$ cat config.mk
export PLATFORM = sky130hd
export DESIGN_NAME = regfile_wb_arbiter_flat
export DESIGN_NICKNAME = d
export VERILOG_FILES = /design/src/rtl/cvw.sv /design/src/rtl/regfile_wb_arbiter_if.sv /design/src/rtl/wbarb_pick.sv /design/src/rtl/regfile_wb_arbiter.sv /design/src/flat_wrapper.sv
export SDC_FILE = /design/constraint.sdc
export NUM_CORES = 1
export LEC_CHECK = 0
export CORE_MARGIN = 4
export CORE_UTILIZATION = 46
export CTS_CLUSTER_SIZE = 16
export DETAILED_ROUTE_END_ITERATION = 10
export HOLD_SLACK_MARGIN = 0.05
export PLACE_DENSITY = 0.9
export SYNTH_ARGS = -nofsm -noshare
export SYNTH_HDL_FRONTEND = slang
export SYNTH_HIERARCHICAL = 1
export SYNTH_SLANG_ARGS = --single-unit
export TNS_END_PERCENT = 30
$ cat constraint.sdc
create_clock -name clk -period 10.7 [get_ports clk]
set_clock_uncertainty 0.15 [all_clocks]
set_input_delay 2.14 -clock clk [delete_from_list [all_inputs] [get_ports clk]]
set_output_delay 2.14 -clock clk [all_outputs]
set_load 0.03 [all_outputs]
$ cat src/rtl/cvw.sv
// Shared definitions for the Writeback-stage register-file write arbiter.
package cvw;
    localparam int RA_W = 5;

    typedef logic [0:0] wbarb_state_t;
    localparam wbarb_state_t IDLE  = 1'b0;
    localparam wbarb_state_t DRAIN = 1'b1;
endpackage

$ cat src/rtl/regfile_wb_arbiter_if.sv
// Writeback bundle / register-file write-port bus of the arbiter.
// Lookup ports exist only when WBARB_BYPASS_EN is defined.
interface regfile_wb_arbiter_if
    import cvw::*;
#(
    parameter int XLEN   = 64,
    parameter int LANES  = 4,
    parameter int WPORTS = 2
);
    logic                     BundleValidW;
    logic [LANES-1:0]         RegWriteW;
    logic [LANES*RA_W-1:0]    RdW;
    logic [LANES*XLEN-1:0]    ResultW;
    logic                     FlushW;
    logic                     BundleReadyW;
    logic                     WBArbStallW;
    logic [WPORTS-1:0]        we3;
    logic [WPORTS*RA_W-1:0]   a3;
    logic [WPORTS*XLEN-1:0]   wd3;
`ifdef WBARB_BYPASS_EN
    logic [2*RA_W-1:0]        ByRs;
    logic [1:0]               ByHit;
    logic [2*XLEN-1:0]        ByData;
`endif

    modport master (
        output BundleValidW, RegWriteW, RdW, ResultW, FlushW,
`ifdef WBARB_BYPASS_EN
        output ByRs,
        input  ByHit, ByData,
`endif
        input  BundleReadyW, WBArbStallW, we3, a3, wd3
    );

    modport slave (
        input  BundleValidW, RegWriteW, RdW, ResultW, FlushW,
`ifdef WBARB_BYPASS_EN
        input  ByRs,
        output ByHit, ByData,
`endif
        output BundleReadyW, WBArbStallW, we3, a3, wd3
    );
endinterface

$ cat src/rtl/wbarb_pick.sv
// Selects the lowest WPORTS set bits of a request mask as one-hot grants per port;
// 'more' flags requests left over after all ports are granted.
module wbarb_pick #(
    parameter int LANES  = 4,
    parameter int WPORTS = 2
) (
    input  logic [LANES-1:0]             req,
    output logic [WPORTS-1:0][LANES-1:0] grant,
    output logic [LANES-1:0]             grant_any,
    output logic                         more
);
    logic [LANES-1:0] rem;

    always_comb begin
        rem       = req;
        grant     = '0;
        grant_any = '0;
        for (int k = 0; k < WPORTS; k++) begin
            // Two's-complement trick isolates the lowest remaining set bit.
            grant[k]  = rem & (~rem + LANES'(1));
            grant_any = grant_any | grant[k];
            rem       = rem & ~grant[k];
        end
        more = |rem;
    end
endmodule

$ cat src/rtl/regfile_wb_arbiter.sv
// Captures a Writeback bundle, squashes x0 and overridden same-rd writes, and drains
// the rest over WPORTS register-file write ports. WBARB_BYPASS_EN adds pending-write lookup.
module regfile_wb_arbiter
    import cvw::*;
#(
    parameter int XLEN   = 64,
    parameter int LANES  = 4,
    parameter int WPORTS = 2
) (
    input logic                clk,
    input logic                reset,
    regfile_wb_arbiter_if.slave bus
);
    wbarb_state_t                 state;
    logic [LANES-1:0]             pend_p1;
    logic [LANES-1:0][RA_W-1:0]   rd_p1;
    logic [LANES-1:0][XLEN-1:0]   data_p1;

    logic [LANES-1:0][RA_W-1:0]   rd_in;
    logic [LANES-1:0]             eff;
    logic [WPORTS-1:0][LANES-1:0] grant;
    logic [LANES-1:0]             grant_any;
    logic [LANES-1:0]             pend_next;
    logic                         more;
    logic                         drain;
    logic                         capture;

    assign rd_in = bus.RdW;

    // A lane survives only if it writes a nonzero rd that no younger lane overwrites.
    always_comb begin
        eff = '0;
        for (int i = 0; i < LANES; i++) begin
            eff[i] = bus.RegWriteW[i] && (rd_in[i] != '0);
            for (int j = i + 1; j < LANES; j++) begin
                if (bus.RegWriteW[j] && (rd_in[j] == rd_in[i]))
                    eff[i] = 1'b0;
            end
        end
    end

    wbarb_pick #(
        .LANES (LANES),
        .WPORTS(WPORTS)
    ) u_pick (
        .req      (pend_p1),
        .grant    (grant),
        .grant_any(grant_any),
        .more     (more)
    );

    assign drain            = (state == DRAIN);
    assign pend_next        = pend_p1 & ~grant_any;
    assign bus.BundleReadyW = !drain || !more;
    assign bus.WBArbStallW  = drain && more;
    assign capture          = bus.BundleValidW && bus.BundleReadyW && !bus.FlushW;

    always_comb begin
        bus.we3 = '0;
        bus.a3  = '0;
        bus.wd3 = '0;
        for (int k = 0; k < WPORTS; k++) begin
            for (int i = 0; i < LANES; i++) begin
                if (drain && grant[k][i]) begin
                    bus.we3[k]                 = 1'b1;
                    bus.a3[RA_W*k +: RA_W]     = rd_p1[i];
                    bus.wd3[XLEN*k +: XLEN]    = data_p1[i];
                end
            end
        end
    end

    // Control: a capture while draining only happens once the final group is issuing.
    always_ff @(posedge clk) begin
        if (reset) begin
            state   <= IDLE;
            pend_p1 <= '0;
        end else if (bus.FlushW) begin
            state   <= IDLE;
            pend_p1 <= '0;
        end else if (capture) begin
            state   <= (|eff) ? DRAIN : IDLE;
            pend_p1 <= eff;
        end else if (drain) begin
            pend_p1 <= pend_next;
            if (pend_next == '0)
                state <= IDLE;
        end
    end

    // Held data is only observed through pend_p1, so it carries no reset.
    always_ff @(posedge clk) begin
        if (capture) begin
            rd_p1   <= rd_in;
            data_p1 <= bus.ResultW;
        end
    end

`ifdef WBARB_BYPASS_EN
    logic [RA_W-1:0] by_rs;

    always_comb begin
        bus.ByHit  = '0;
        bus.ByData = '0;
        by_rs      = '0;
        for (int n = 0; n < 2; n++) begin
            by_rs = bus.ByRs[RA_W*n +: RA_W];
            for (int i = 0; i < LANES; i++) begin
                if (pend_p1[i] && (by_rs != '0) && (rd_p1[i] == by_rs)) begin
                    bus.ByHit[n]                = 1'b1;
                    bus.ByData[XLEN*n +: XLEN]  = data_p1[i];
                end
            end
        end
    end
`endif
endmodule

$ cat src/flat_wrapper.sv
// flat-port wrapper written by rule: the top's interface ports become plain ports
module regfile_wb_arbiter_flat import cvw::*;
#(
    parameter int XLEN   = 64,
    parameter int LANES  = 4,
    parameter int WPORTS = 2
)
  (clk, reset, bus_BundleValidW, bus_RegWriteW, bus_RdW, bus_ResultW, bus_FlushW, bus_BundleReadyW, bus_WBArbStallW, bus_we3, bus_a3, bus_wd3);
  regfile_wb_arbiter_if #(.XLEN(XLEN), .LANES(LANES), .WPORTS(WPORTS)) bus_i ();
  input logic clk;
  input logic reset;
  input wire logic [$bits(bus_i.BundleValidW)-1:0] bus_BundleValidW;
  input wire logic [$bits(bus_i.RegWriteW)-1:0] bus_RegWriteW;
  input wire logic [$bits(bus_i.RdW)-1:0] bus_RdW;
  input wire logic [$bits(bus_i.ResultW)-1:0] bus_ResultW;
  input wire logic [$bits(bus_i.FlushW)-1:0] bus_FlushW;
  output wire logic [$bits(bus_i.BundleReadyW)-1:0] bus_BundleReadyW;
  output wire logic [$bits(bus_i.WBArbStallW)-1:0] bus_WBArbStallW;
  output wire logic [$bits(bus_i.we3)-1:0] bus_we3;
  output wire logic [$bits(bus_i.a3)-1:0] bus_a3;
  output wire logic [$bits(bus_i.wd3)-1:0] bus_wd3;
  assign bus_i.BundleValidW = bus_BundleValidW;
  assign bus_i.RegWriteW = bus_RegWriteW;
  assign bus_i.RdW = bus_RdW;
  assign bus_i.ResultW = bus_ResultW;
  assign bus_i.FlushW = bus_FlushW;
  assign bus_BundleReadyW = bus_i.BundleReadyW;
  assign bus_WBArbStallW = bus_i.WBArbStallW;
  assign bus_we3 = bus_i.we3;
  assign bus_a3 = bus_i.a3;
  assign bus_wd3 = bus_i.wd3;
  regfile_wb_arbiter #(.XLEN(XLEN), .LANES(LANES), .WPORTS(WPORTS)) u_core (.clk(clk), .reset(reset), .bus(bus_i));
endmodule
==> qor.yml <==
logic_synthesis:
  synth-async-reset-ratio_pct: 0
  syn_avg_cell_area_um2: 13.7
  ys_top_cells_by_count: "edfxtp_1, nor2_1, o22ai_1"
  synth_most_common_cell: "edfxtp_1"
  synth_ff_type: "edfxtp_1"
  synth_area_um2: 12200
  synth.net_count: 1173
  synth-edff-count: 276
  synth_area_leaders: "edfxtp_1, a221oi_1, o22ai_1, nor2_1, xor2_1"
  yosys.area.top_type: "edfxtp_1"
  yosys.area.top_type_share_pct: 67.9
  synth_cells: 889
  ys_types: 45
  yosysWarnings: 6
  ys_seq_area_share_pct: 68.7
  ys_ff_latch: 281
finish:
  drive_gt1_share_pct: 5.10
  syn_to_final_growth_pct: 43.0
  fill_cells: 1817
  instances_no_fill: 1631
  multi_input_area_um2: 3360
  register_area_um2: 8390
  nets: 1558
drt:
  ant_nets: 0
  drcViolationCount: 0
  routed.top_layer: "met4"
  wl_mm: 42.2
  routed-wl-met2_mm: 21.2
  drt_iter0_drc: 1462
  vias_per_cell: 6.45
  routed-via-count: 10500
  post_drt_wl_per_cell_um: 25.9
  wl_met1_mm: 14.3
  dr_wl_met3_mm: 4.79
  first_pass_iters: 5
floorplan:
  die_y_um: 171
  die_x_um: 171
  design.die.area_um2: 29200
  rows: 59
  io-pin-count: 426
  design.core.area_um2: 26100
  start_util_pct: 46.8
clock_network:
  cts_made_buffers: 29
  cts.clk_slew.worst_paths_ns: 0.07
  htree_num_levels: 1
  clock_latency_ns: 0.54
  root_buffer: "clkbuf_16"
  cts_tree: "done"
  cts_sinks: 281
  post_cts_resize_count: 0
  cts_buffer_depth: 3
  post-cts-setup-buffers: 0
  hold_buffers: 0
placement:
  hpwl_mm: 28.1
  dp_slack_ns: 4.93
  port_buffers: 425
  dpl.cell_count: 1578
  gp_congestion: 0.951
critical_path:
  crit_type: "reg -> out"
  timing.critical_path.buf_inv: 2
  path_delay_family: "simple AND/OR/NAND/NOR gates"
  required_ns: 8.41
  start_kind: "flip-flop"
  reg2reg_depth: 9
  crit_path_max_fanout: 48
  cp.arrival_ns: 4.17
  cp_cell_sequence: "nor4b_2 -> nand3b_1 -> buf_4 -> o22ai_1 -> nor2_1 -> clkdlybuf4s50_1"
  slowest_delay_ns: 0.87
  critPathCaptureType: "output pin"
  cp.depth: 6
  slowest_stage: "nand3b_1"
sta:
  maxSlewViolCount: 70
  tns_ns: 0
  finalSetupViolations: 0
  fin_crit_ns: 6.46
  worst_slew_pin_slew_ns: 3.57
  rsz0062_at_grt: "no"
  max_freq_mhz: 155
  fin_ws_ns: 4.24
  slew_headroom_pct: -138
  fin_crit_sh_pct: 60.4
  hold_viol_final: 0
job:
  drv_cap: 0
run_status:
  status: "complete, but fails checks"
  violations: "max-slew violations"
global_routing:
  grt_overflow: 0
  antenna_found_initial: 0
  grt_pass1_wl_mm: 61.9
  grt_pass1_vias: 10800
  grt_usage_pct: 27.3
  grt_start_max_net_pins: 108
hold_path:
  min_path_cells: 2
  hold_path.class: "reg -> reg"
power:
  p_per_area_nw_per_um2: 142
  p_leak_nw: 5.70
  max-vdd-ir-drop_v: 0.000134
## sequential cells by signal, indices dropped and copies added, names as in the netlist
| name | flops |
|---|---|
| u_core/rd_p1 | 20 |
| u_core/pend_p1 | 4 |
| u_core/drain | 1 |
| u_core/data_p1 | 256 |
## metal layers
layer,vias up,global-route usage (%)
met4,0,11.2
li1,4433,-
met1,5051,32.5
met5,-,0
met3,151,6.59
met2,890,47.6
## area by class of cell
cell class                 instances  area share, %
clock buffer                      34           4.27
tap                              335           2.40
timing repair buffer             437           24.9
inverter                           6          0.172
clock inverter                    17          0.903
antenna                            2         0.0287
multi-input combinational        519           19.3
sequential                       281           48.1
## report_power, final
part | total, mW | internal (mW) | switching (mW)
clock | 0.972 | 0.565 | 0.407
sequential | 1.29 | 1.27 | 0.0287
combinational | 0.206 | 0.121 | 0.0845
## per-stage QoR
stage               cell area [µm²]  power [mW]  utilization (%)  hold WS, ns
detailed placement            16500        1.52             63.5        0.412
floorplan                     12200        1.38                -        0.332
global placement              16500        1.51             63.5        0.381
finish                        17500        2.47             67.0        0.418
CTS                           17400        2.48             66.9        0.417
global route                  17400        2.55             66.9        0.462
## worst paths after layout
path	startpoint	to	slack, ns
setup / recovery	u_core/pend_p1[0]	bus_wd3[16]	4.24
hold / removal	u_core/pend_p1[3]	u_core/pend_p1[3]	0.42
setup reg to reg	u_core/pend_p1[0]	u_core/drain	7.14
hold reg to reg	u_core/pend_p1[3]	u_core/pend_p1[3]	0.42
## cells in the final DEF, fill, tap and decap left out, types with 10 or more instances in the layout
cell type,instances
clkbuf_16,29
nand3_1,10
clkdlybuf4s50_1,425
xor2_1,21
buf_4,12
edfxtp_1,276
xnor2_1,10
o22ai_1,140
a221oi_1,138
nor2_1,140
## worst reg2reg max path, cell delays in order, from the launching register on
cell and delay [ns]:
dfxtp_1 0.48, o211ai_1 0.25, nand2_1 0.11, nand2_4 0.12, nand3b_4 0.15, inv_8 0.56, buf_4 0.90, o311a_1 0.35
nand4_1 0.19, a31oi_1 0.21
## cells by family after synthesis
family | Yosys count | synth area share [%]
AO/OA/AOI/OAI | 299 | 18.4
XOR/XNOR | 31 | 2.23
buffers and inverters | 89 | 3.82
flip-flops | 281 | 68.7
other | 1 | 0.0307
AND/OR/NAND/NOR | 188 | 6.80
Power figures use the tool's default switching activity.
